===== src/rtl/minmax_scan_ctrl.sv =====
// minmax_scan_ctrl: streams a burst of unsigned samples through one shared comparator
// and reports the burst max/min. Define MINMAX_INDEX_EN to add first-occurrence indices.
module minmax_scan_ctrl #(
   parameter int unsigned DATA_W = 4,
   parameter int unsigned CNT_W  = 4
) (
   input  logic              clk_i,
   input  logic              rst_i,
   input  logic              start_i,
   input  logic [CNT_W-1:0]  len_i,
   input  logic              in_valid_i,
   input  logic [DATA_W-1:0] in_data_i,
   output logic              in_ready_o,
   output logic              busy_o,
   output logic              done_o,
   output logic              empty_o,
   output logic [DATA_W-1:0] max_out_o,
   output logic [DATA_W-1:0] min_out_o
`ifdef MINMAX_INDEX_EN
   ,
   output logic [CNT_W-1:0]  max_idx_o,
   output logic [CNT_W-1:0]  min_idx_o
`endif
);

   typedef enum logic [2:0] {IDLE, FETCH, CMP_HI, CMP_LO, FIN} state_t;

   state_t            state_q, state_d;
   logic [CNT_W-1:0]  cnt_q, cnt_d;
   logic              first_q, first_d;
   logic [DATA_W-1:0] smp_q, smp_d;
   logic [DATA_W-1:0] max_q, max_d;
   logic [DATA_W-1:0] min_q, min_d;
   logic [DATA_W-1:0] maxOut_q, maxOut_d;
   logic [DATA_W-1:0] minOut_q, minOut_d;
   logic              empty_q, empty_d;
   logic [DATA_W-1:0] cmpY;
   logic              cmpGt, cmpLt;
`ifdef MINMAX_INDEX_EN
   logic [CNT_W-1:0]  pos_q, pos_d;
   logic [CNT_W-1:0]  smpIdx_q, smpIdx_d;
   logic [CNT_W-1:0]  maxIdx_q, maxIdx_d;
   logic [CNT_W-1:0]  minIdx_q, minIdx_d;
   logic [CNT_W-1:0]  maxIdxOut_q, maxIdxOut_d;
   logic [CNT_W-1:0]  minIdxOut_q, minIdxOut_d;
`endif

   // One comparator: its y operand follows whichever compare state is active.
   assign cmpY  = (state_q == CMP_HI) ? max_q : min_q;
   assign cmpGt = smp_q > cmpY;
   assign cmpLt = smp_q < cmpY;

   always_comb begin
      state_d  = state_q;
      cnt_d    = cnt_q;
      first_d  = first_q;
      smp_d    = smp_q;
      max_d    = max_q;
      min_d    = min_q;
      maxOut_d = maxOut_q;
      minOut_d = minOut_q;
      empty_d  = empty_q;
`ifdef MINMAX_INDEX_EN
      pos_d       = pos_q;
      smpIdx_d    = smpIdx_q;
      maxIdx_d    = maxIdx_q;
      minIdx_d    = minIdx_q;
      maxIdxOut_d = maxIdxOut_q;
      minIdxOut_d = minIdxOut_q;
`endif
      case (state_q)
         IDLE: begin
            if (start_i) begin
               if (len_i != '0) begin
                  state_d = FETCH;
                  cnt_d   = len_i;
                  first_d = 1'b1;
`ifdef MINMAX_INDEX_EN
                  pos_d   = '0;
`endif
               end else begin
                  state_d  = FIN;
                  maxOut_d = '0;
                  minOut_d = '0;
                  empty_d  = 1'b1;
`ifdef MINMAX_INDEX_EN
                  maxIdxOut_d = '0;
                  minIdxOut_d = '0;
`endif
               end
            end
         end
         FETCH: begin
            if (in_valid_i) begin
               cnt_d = cnt_q - CNT_W'(1);
`ifdef MINMAX_INDEX_EN
               pos_d = pos_q + CNT_W'(1);
`endif
               if (first_q) begin
                  max_d   = in_data_i;
                  min_d   = in_data_i;
                  first_d = 1'b0;
`ifdef MINMAX_INDEX_EN
                  maxIdx_d = '0;
                  minIdx_d = '0;
`endif
                  state_d = (cnt_q == CNT_W'(1)) ? FIN : FETCH;
               end else begin
                  smp_d   = in_data_i;
`ifdef MINMAX_INDEX_EN
                  smpIdx_d = pos_q;
`endif
                  state_d = CMP_HI;
               end
            end
         end
         CMP_HI: begin
            if (cmpGt) begin
               max_d = smp_q;
`ifdef MINMAX_INDEX_EN
               maxIdx_d = smpIdx_q;
`endif
            end
            state_d = CMP_LO;
         end
         CMP_LO: begin
            if (cmpLt) begin
               min_d = smp_q;
`ifdef MINMAX_INDEX_EN
               minIdx_d = smpIdx_q;
`endif
            end
            state_d = (cnt_q == '0) ? FIN : FETCH;
         end
         FIN:     state_d = IDLE;
         default: state_d = IDLE;
      endcase
      // Results are registered on entry to FIN so they are already valid while done is high.
      if ((state_d == FIN) && (state_q != IDLE)) begin
         maxOut_d = max_d;
         minOut_d = min_d;
         empty_d  = 1'b0;
`ifdef MINMAX_INDEX_EN
         maxIdxOut_d = maxIdx_d;
         minIdxOut_d = minIdx_d;
`endif
      end
   end

   always_ff @(posedge clk_i or posedge rst_i) begin
      if (rst_i) begin
         state_q  <= IDLE;
         cnt_q    <= '0;
         first_q  <= 1'b0;
         smp_q    <= '0;
         max_q    <= '0;
         min_q    <= '0;
         maxOut_q <= '0;
         minOut_q <= '0;
         empty_q  <= 1'b0;
`ifdef MINMAX_INDEX_EN
         pos_q       <= '0;
         smpIdx_q    <= '0;
         maxIdx_q    <= '0;
         minIdx_q    <= '0;
         maxIdxOut_q <= '0;
         minIdxOut_q <= '0;
`endif
      end else begin
         state_q  <= state_d;
         cnt_q    <= cnt_d;
         first_q  <= first_d;
         smp_q    <= smp_d;
         max_q    <= max_d;
         min_q    <= min_d;
         maxOut_q <= maxOut_d;
         minOut_q <= minOut_d;
         empty_q  <= empty_d;
`ifdef MINMAX_INDEX_EN
         pos_q       <= pos_d;
         smpIdx_q    <= smpIdx_d;
         maxIdx_q    <= maxIdx_d;
         minIdx_q    <= minIdx_d;
         maxIdxOut_q <= maxIdxOut_d;
         minIdxOut_q <= minIdxOut_d;
`endif
      end
   end

   assign in_ready_o = (state_q == FETCH);
   assign busy_o     = (state_q != IDLE);
   assign done_o     = (state_q == FIN);
   assign empty_o    = empty_q;
   assign max_out_o  = maxOut_q;
   assign min_out_o  = minOut_q;
`ifdef MINMAX_INDEX_EN
   assign max_idx_o  = maxIdxOut_q;
   assign min_idx_o  = minIdxOut_q;
`endif

endmodule


===== config.mk =====
export PLATFORM = sky130hd
export DESIGN_NAME = minmax_scan_ctrl
export DESIGN_NICKNAME = d
export VERILOG_FILES = /design/src/rtl/minmax_scan_ctrl.sv
export SDC_FILE = /design/constraint.sdc
export NUM_CORES = 1
export LEC_CHECK = 0
export CAP_MARGIN = 10
export CORE_MARGIN = 2
export CORE_UTILIZATION = 55
export CTS_BUF_LIST = sky130_fd_sc_hd__clkbuf_2
export DETAILED_ROUTE_END_ITERATION = 8
export PLACE_DENSITY = 0.81
export SYNTH_ARGS = -nofsm -noshare
export SYNTH_HDL_FRONTEND = slang
export SYNTH_SLANG_ARGS = --single-unit

===== constraint.sdc =====
create_clock -name clk_i -period 3.6 [get_ports clk_i]
set_clock_uncertainty 0.1 [all_clocks]
set_input_delay 0.72 -clock clk_i [delete_from_list [all_inputs] [get_ports clk_i]]
set_output_delay 0.72 -clock clk_i [all_outputs]
set_load 0.005 [all_outputs]

### Word level (Yosys, flattened, before mapping)

Cells that the tools add are included.

* flip-flop bits (word level): 29
* bits of input ports: 12

* mux-type cells: 33
* add/sub/neg operators: 1
* order comparisons: 2
* bitwise gates (word level): 1
* reduce and logical (&&, ||, !) cells: 11
* equal/unequal tests: 10

Operators with widths (number)
* 4-bit two-way mux: 15
* 4-bit case mux with 2 select lines: 3
* 3-bit two-way mux: 6
* 3-bit case mux with 4 select lines: 1
* 1-bit two-way mux: 7
* 3-bit by 2-bit equality test with 1-bit output (second input constant): 2
* 3-bit equality test (second input constant): 2
* 2-bit inequality test (second input constant): 3
* 3-bit AND reduction: 2
* 2-bit nonzero test: 3
* 4-bit by 1-bit equality test with 1-bit output (second input constant): 1
* 4-bit > comparator: 1
* 4-bit logical NOT: 1
* 4-bit less-than comparator: 1
* 4-bit AND reduction: 1
* 4-bit nonzero test: 1
* 4-bit by 1-bit subtractor with 4-bit output (second input constant): 1
* 3-bit by 1-bit equality test with 1-bit output (second input constant): 1
* 3-bit logical NOT: 1
* 3-bit nonzero test: 1
* 2-bit by 1-bit inequality test with 1-bit output (second input constant): 1
* 1-bit case mux with 2 select lines: 1
* 1-bit logical AND: 1
* 1-bit NOT: 1

### Logic depth before layout (Yosys ltp)

Gate-level depths: netlist of the first run.

* word-level depth: 9
* gate-level depth with buffers: 10
* gate-level depth less buffers: 8

### Worst setup path after synthesis of the first run

OpenSTA, ideal clock, no wires.

* path type: reg-to-reg
* start point: reg state_q[2]
* end point: reg max_q[3]
* arrival: 2.353 ns
* clock period less this slack: 2.595 ns
* path slack: 1.005 ns
* stages on the path, launching flop included: 10
* path through: dfrtp_1 > or3b_2 > clkbuf_1 > mux2i_1 > ha_1 > nor2b_1 > o21bai_1 > o2bb2ai_1 > mux2i_1 > o21ai_0

* cells in the longest elaborated chain, start to end: 5

RTL lines
* from (decl): RTL line 28 `state_t state_q, state_d;`
* from (signal assigned): RTL line 170 `state_q <= state_d;`
* 3-bit by 2-bit equality test with 1-bit output: RTL line 49, 71
* 4-bit two-way mux: RTL line 49 `assign cmpY = (state_q == CMP_HI) ? max_q : min_q;`
* 4-bit > comparator: RTL line 50 `assign cmpGt = smp_q > cmpY;`
* 4-bit two-way mux: RTL line 118 `if (cmpGt) begin`
* 4-bit case mux with 2 select lines (*): RTL line 71 `case (state_q)`
* via max_d[3]: RTL line 32 `logic [DATA_W-1:0] max_q, max_d;`
* to (signal assigned): RTL line 174 `max_q <= max_d;`
* to (decl): RTL line 32

Mark *: on every way through the listed nets, which the timed path passes. The rest lies on a longest branch.
A chain may end at the register's enable or synchronous reset.

### Final worst setup path of the first run

* start point: reg state_q[1]
* end point: reg max_q[3]

The elaborated chain is that of the path after synthesis.

==> results of run 1 <==
## cell families (layout without fill, tap and decap cells)
kind of cell	Yosys count	count (layout)	share of synthesized area, %
simple gates	49	49	16.8
flops	29	29	45.5
buf+inv	19	46	6.51
mux	11	11	7.22
compound gates	46	46	18.5
fa+ha+maj	7	7	5.49
## layout make-up
cell class                      instances  share of cell area [%]
Multi-Input combinational cell        113                    40.6
Inverter                               14                    2.92
Timing Repair Buffer                   25                    14.1
Sequential cell                        29                    38.5
Clock buffer                            6                    1.59
Clock inverter                          1                   0.199
Tap cell                               31                    2.06
## power breakdown
group          switching (uW)  internal [uW]  total, uW  leakage (uW)
Combinational             431            399        830      0.000491
Sequential                124            461        585      0.000367
Clock                     100           45.4        146     0.0000265
Total                     655            906       1560      0.000885
## placed cells by master, fill, tap and decap left out, drive strengths merged
master	count
and4b	1
o21ai	19
or3	2
dfrtp	29
o32ai	1
mux2i	7
nand2	16
ha	7
or3b	1
o211ai	1
clkinv	1
and3	2
nor2	8
a221oi	5
a22o	1
inv	14
nor2b	6
clkdlybuf4s50	23
clkbuf	6
o2bb2ai	1
and2	7
a211oi	5
a21oi	8
a32o	1
nor3b	1
nand3b	1
buf	2
mux2	4
a21boi	3
o21bai	1
nand2b	1
nor3	2
or4	1
## registers in the layout, indices dropped and copies added, names as in the netlist
| name | flops |
|---|---|
| first_q | 1 |
| smp_q | 4 |
| max_q | 4 |
| state_q | 3 |
| empty_o | 1 |
| min_q | 4 |
| max_out_o | 4 |
| cnt_q | 4 |
| min_out_o | 4 |
## cells in the mapped netlist (2+ instances only)
cell type  number
a211oi_1        4
a21boi_0        3
a21oi_1         8
a221oi_1        5
and2_1          7
and3_1          2
buf_6           4
dfrtp_1        29
ha_1            7
inv_1          13
mux2_2          4
mux2i_1         7
nand2_1        16
nor2_1          8
nor2b_1         5
nor3_1          2
o21ai_0        11
o21ai_1         8
or3_1           2
## metrics by stage
stage	utilization, %	setup slack (ns)	cell area [um2]	hold slack [ns]	cells
after floorplan	-	1.00	1600	0.372	161
after global placement	66.1	0.842	1820	0.369	211
after detailed placement	66.1	0.816	1820	0.374	211
after CTS	67.3	0.788	1860	0.404	218
after global routing	68.3	0.564	1880	0.448	219
final	68.3	0.769	1880	0.398	219
## worst min-delay path, stage by stage, from the launching register on
cell and delay (ns):
dfrtp_1 0.37, nand2_1 0.05, o21ai_1 0.06
## layer usage
layer  track usage, %  part of all wire (%)  vias to the layer above
li1                 -                     -                      623
met1             31.1                    47                      610
met2             34.9                    47                       35
met3             5.36                   4.7                        9
met4             9.30                   1.4                        0
met5                0                     0                        -
## worst min-delay path by stage
stage,from,endpoint
after detailed placement,min_out_o[0]$_DFFE_PP0P_,min_out_o[0]$_DFFE_PP0P_
final,max_out_o[3]$_DFFE_PP0P_,max_out_o[3]$_DFFE_PP0P_
after floorplan,min_q[0]$_DFF_PP0_,min_q[0]$_DFF_PP0_
after global routing,max_out_o[2]$_DFFE_PP0P_,max_out_o[2]$_DFFE_PP0P_
after CTS,min_out_o[0]$_DFFE_PP0P_,min_out_o[0]$_DFFE_PP0P_
after global placement,max_out_o[0]$_DFFE_PP0P_,max_out_o[0]$_DFFE_PP0P_
==> summary.txt, run 1 <==
Pwr
  – VDD IR-drop max: 0.573 mV
  – PwrDens: 828 mW/mm2
  – Post-layout power: 1560 uW
  – Leakage: 0.000885 uW

Cells and area
  – Fin nets: 207
  – Antenna Cells: 0
  – Layout cells sized above 1: 9.57%
  – FF+latch area: 726 um2
  – Area delta synth->final: 18.1%
  – Footprint of the multi-input gates: 766 um2
  – Fill cell count: 225

CTS
  – # Post-CTS Setup Buffers: 0
  – Clock tree buffer depth: 2
  – Total CTS buffers: 5
  – Clock-pin slew on the worst setup and hold paths: 0.13 ns
  – TritonCTS clock tree: yes
  – Cts hold-fix bufs: 0
  – Clock latency on the worst-skew pair: 0.34 ns
  – TritonCTS Sinks: 29
  – H-Tree Depth: 2
  – Post-CTS sizing: 0
  – Clock root buffer: clkbuf_2

Global route
  – GRT overflow: 0
  – First-pass GRT wire length: 5830 um
  – Initial antenna violation count: 0
  – All-Layer GR Usage: 22.7%
  – Vias in the first global route: 1280
  – Largest net degree at the start of global routing: 30

Synth
  – Synth Instances: 161
  – EDFF count, synth: 0
  – Synth Cell Area: 0.00160 mm2
  – Top-area cell type share of the netlist area: 45.5%
  – Library cells used by synthesis: 35
  – Mapped Nets: 180
  – Seq/Total Area, Yosys: 45.5%
  – Synth async-reset ratio: 100%
  – Total of warnings raised by yosys: 0
  – Syn_area_per_cell: 9.91 um2
  – Synth top area cells: dfrtp_1 45%, ha_1 5.5%, mux2i_1 4.4%, nand2_1 3.8%, o21ai_0 3.5%
  – Post-synth top flop: dfrtp_1
  – Yosys reg bits: 29
  – Largest area contributor in the netlist: dfrtp_1

Critical path
  – Worst Setup EP: max_q[3]$_DFF_PP0_
  – Delay-heaviest family, CP: simple AND/OR/NAND/NOR gates
  – End of the worst register-to-register path: max_q[3]$_DFF_PP0_
  – Critical Path Stages: 8
  – Worst Path Max Fanout: 10
  – WP data required: 3.71 ns
  – Worst R2R Setup Slack: 0.77 ns
  – Setup crit end kind: flop
  – Setup crit start: state_q[1]$_DFF_PP0_
  – CP peak stage delay: 0.59 ns
  – Worst path buffer plus inverter count: 0
  – WS Path Type: reg2reg
  – Critical-path cell list: or3b_2 -> mux2i_1 -> ha_1 -> nor2b_1 -> o21bai_1 -> o2bb2ai_1 -> mux2i_1 -> o21ai_0
  – Worst r2r path cells: 8
  – Reg2reg start: state_q[1]$_DFF_PP0_
  – Most frequent CP cell: mux2i_1
  – Startpoint types: flop
  – Max stage delay cell, worst path: or3b_2
  – Arr. time, crit path: 2.94 ns

Routing
  – DRT antenna net count: 0
  – DRC viols: 0
  – Iter 0 DRT Violations: 42
  – DR WL/cell: 14.9 um
  – TritonRoute pass-1 iters: 4
  – Vias/cell: 5.83
  – DR vias: 1277
  – Drt total wl: 3260 um

Timing
  – Rel. slew slack: 62.6%
  – RSZ-0062 raised after global routing: false
  – Peak Freq: 0.353 GHz
  – Tcrit/Tclk final: 78.6%
  – Final hold viol count: 0
  – Final setup viols: 0
  – Worst-margin pin slew: 0.562 ns
  – Final setup TNS: 0 ns
  – Max-slew violations: 0
  – Tmin final: 2.83 ns

Die
  – Io pins: 24
  – Core Footprint: 0.00276 mm2
  – Starting Density: 57.8%
  – Die extent in x: 57.9 um
  – Die Footprint: 0.00335 mm2
  – Die H: 57.9 um
  – Rows: 19

Place
  – Final GP Congestion: 0.908
  – Buffers on Ports: 23
  – HPWL Detailed: 2540 um

Min path
  – Hold Crit Depth: 2
  – Hold Path Class: reg2reg

Outcome
  – Status: finished clean

Job
  – Max cap viols: 0
Note: power is estimated with default switching activity, not from simulation.
==> inputs of run 2 (changes only) <==
Settings changed: CORE_UTILIZATION 55 to 50, PLACE_DENSITY 0.81 to 0.78.
Clock period 3.6 ns to 2.51 ns, I/O delays scaled along.
==> run 2 against run 1 <==
Compared with the run above:
- combinational power is 95% higher
- count of clock-buffer cells in the layout unchanged
- worst hold slack got worse by 0.039 ns
- wire length rose by 20%
- final cell count rose by 11%
- first-iteration DRC count grew 7.1%
- die area rose by 9.3%
- worst setup slack got worse by 0.68 ns
- clock power is 130% higher
- critical endpoint is now busy_o
- largest cell class unchanged
==> summary.txt, run 2 (same netlist as run 1, synthesis figures left out) <==
Die
  – Die Footprint: 0.00366 mm2
  – Rows: 20
  – Die H: 60.5 um
  – Starting Density: 52.3%
  – Core Footprint: 0.00305 mm2
  – Die extent in x: 60.5 um
  – Io pins: 24

Routing
  – DR vias: 1357
  – DRT antenna net count: 0
  – DR WL/cell: 16.0 um
  – TritonRoute pass-1 iters: 5
  – Iter 0 DRT Violations: 45
  – DRC viols: 0
  – Drt total wl: 3890 um
  – Vias/cell: 5.56

Timing
  – Max-slew violations: 0
  – Final hold viol count: 0
  – Tcrit/Tclk final: 96.6%
  – Final setup viols: 0
  – Worst-margin pin slew: 0.374 ns
  – RSZ-0062 raised after global routing: true
  – Tmin final: 2.43 ns
  – PnR worst setup slack: 0.0850 ns
  – Peak Freq: 0.412 GHz
  – Final setup TNS: 0 ns
  – Rel. slew slack: 74.9%

Cells and area
  – Area delta synth->final: 31.3%
  – Cell area after layout: 0.00209 mm2
  – Antenna Cells: 0
  – FF+latch area: 726 um2
  – Fin nets: 218
  – Layout cells sized above 1: 21.0%
  – Commonest cells after routing, fill and taps aside: 29 x dfrtp_1, 23 x clkdlybuf4s50_1, 16 x nand2_1, 13 x inv_1, 13 x buf_4
  – Most common cell after layout, fill and taps aside: dfrtp_1
  – Fill cell count: 235
  – Final Util: 68.6%
  – Footprint of the multi-input gates: 867 um2

Outcome
  – Status: finished clean

CTS
  – Clock-pin slew on the worst setup and hold paths: 0.15 ns
  – Clock latency on the worst-skew pair: 0.38 ns
  – Total CTS buffers: 5
  – TritonCTS clock tree: yes
  – TritonCTS Sinks: 29
  – Clock root buffer: clkbuf_2
  – H-Tree Depth: 2
  – Clock tree buffer depth: 2
  – Cts hold-fix bufs: 0

Place
  – Placement Cell Area: 0.00196 mm2
  – HPWL Detailed: 2930 um
  – Final GP Congestion: 0.843
  – Pre-CTS setup slack: -0.0881 ns
  – Buffers on Ports: 23

Critical path
  – Worst Path Max Fanout: 5
  – Startpoint types: flop
  – Setup crit end kind: output pin
  – WP data required: 1.91 ns
  – WS Path Type: reg2out
  – Arr. time, crit path: 1.82 ns

Global route
  – GRT overflow: 0
  – Vias in the first global route: 1401
  – Initial antenna violation count: 0
  – First-pass GRT wire length: 6290 um
  – All-Layer GR Usage: 23.6%
  – Largest net degree at the start of global routing: 30

Pwr
  – P_int: 1650 uW
  – Leakage: 0.000970 uW
  – Gate power share: 58.0%
  – Fraction of power spent switching nets: 40.8%
  – Sw power: 1140 uW
  – PwrDens: 1330 mW/mm2
  – Clk network pwr share: 12.0%
  – Seq pwr share: 29.9%
  – VDD IR-drop max: 0.520 mV

Job
  – Max cap viols: 0

Min path
  – Hold Path Class: in2async
run 2: stage by stage:
step / power, uW / cells / hold WS, ns
after floorplan: 1770 / 161 / 0.370
after global routing: 3000 / 244 / 0.371
final: 2790 / 244 / 0.359
after global placement: 2170 / 235 / 0.371
after CTS: 2600 / 243 / 0.368
after detailed placement: 2260 / 235 / 0.375
run 2: what timing repair did:
| item | 4_1_cts | 5_1_grt |
|---|---|---|
| setup endpoints to repair | 12 | 14 |
| setup buffers | 0 | 1 |
| pin swaps | 0 | 6 |
| resized for setup | 1 | 10 |
run 2: worst max-delay path, cell delays in order, from the launching register on:
cell and delay (ns):
dfrtp_1 0.41, buf_4 0.16, nor3_2 0.33, inv_1 0.09, clkdlybuf4s50_1 0.45
run 2: layout make-up:
type | instances | area share (%)
multi-input combinational | 113 | 41.4
clock inverter | 2 | 1.61
timing repair buffer | 36 | 15.7
inverter | 14 | 2.63
tap | 44 | 2.63
clock buffer | 6 | 1.43
sequential | 29 | 34.6
run 2: final timing paths:
check                                         start                  endpoint  slack (ns)  cells past startpoint
hold reg to reg            max_out_o[2]$_DFFE_PP0P_  max_out_o[2]$_DFFE_PP0P_        0.40                      2
max in group asynchronous                     rst_i        min_q[1]$_DFF_PP0_        1.68                      3
setup / recovery               state_q[0]$_DFF_PP0_                    busy_o        0.08                      4
setup reg to reg               state_q[2]$_DFF_PP0_        min_q[1]$_DFF_PP0_        0.08                      8
hold / removal                                rst_i      state_q[1]$_DFF_PP0_        0.36                      3
min in group clk_i         max_out_o[2]$_DFFE_PP0P_  max_out_o[2]$_DFFE_PP0P_        0.40                      2
run 2: power groups by stage:
stage	combinational [uW]	sequential (uW)	clock, uW
after floorplan	965	802	0
after global placement	1340	824	0
after detailed placement	1420	837	0
after CTS	1430	827	343
after global routing	1770	860	376
final	1620	836	336
run 2: routing by layer:
layer | vias up | global-route usage [%] | share of wire [%] | wire, um
met3 | 16 | 6.40 | 5.4 | 211
met2 | 49 | 40.5 | 50 | 1950
met4 | 0 | 10.2 | 2.7 | 106
li1 | 641 | - | - | -
met5 | - | 0 | 0 | 0
met1 | 651 | 27.9 | 42 | 1630
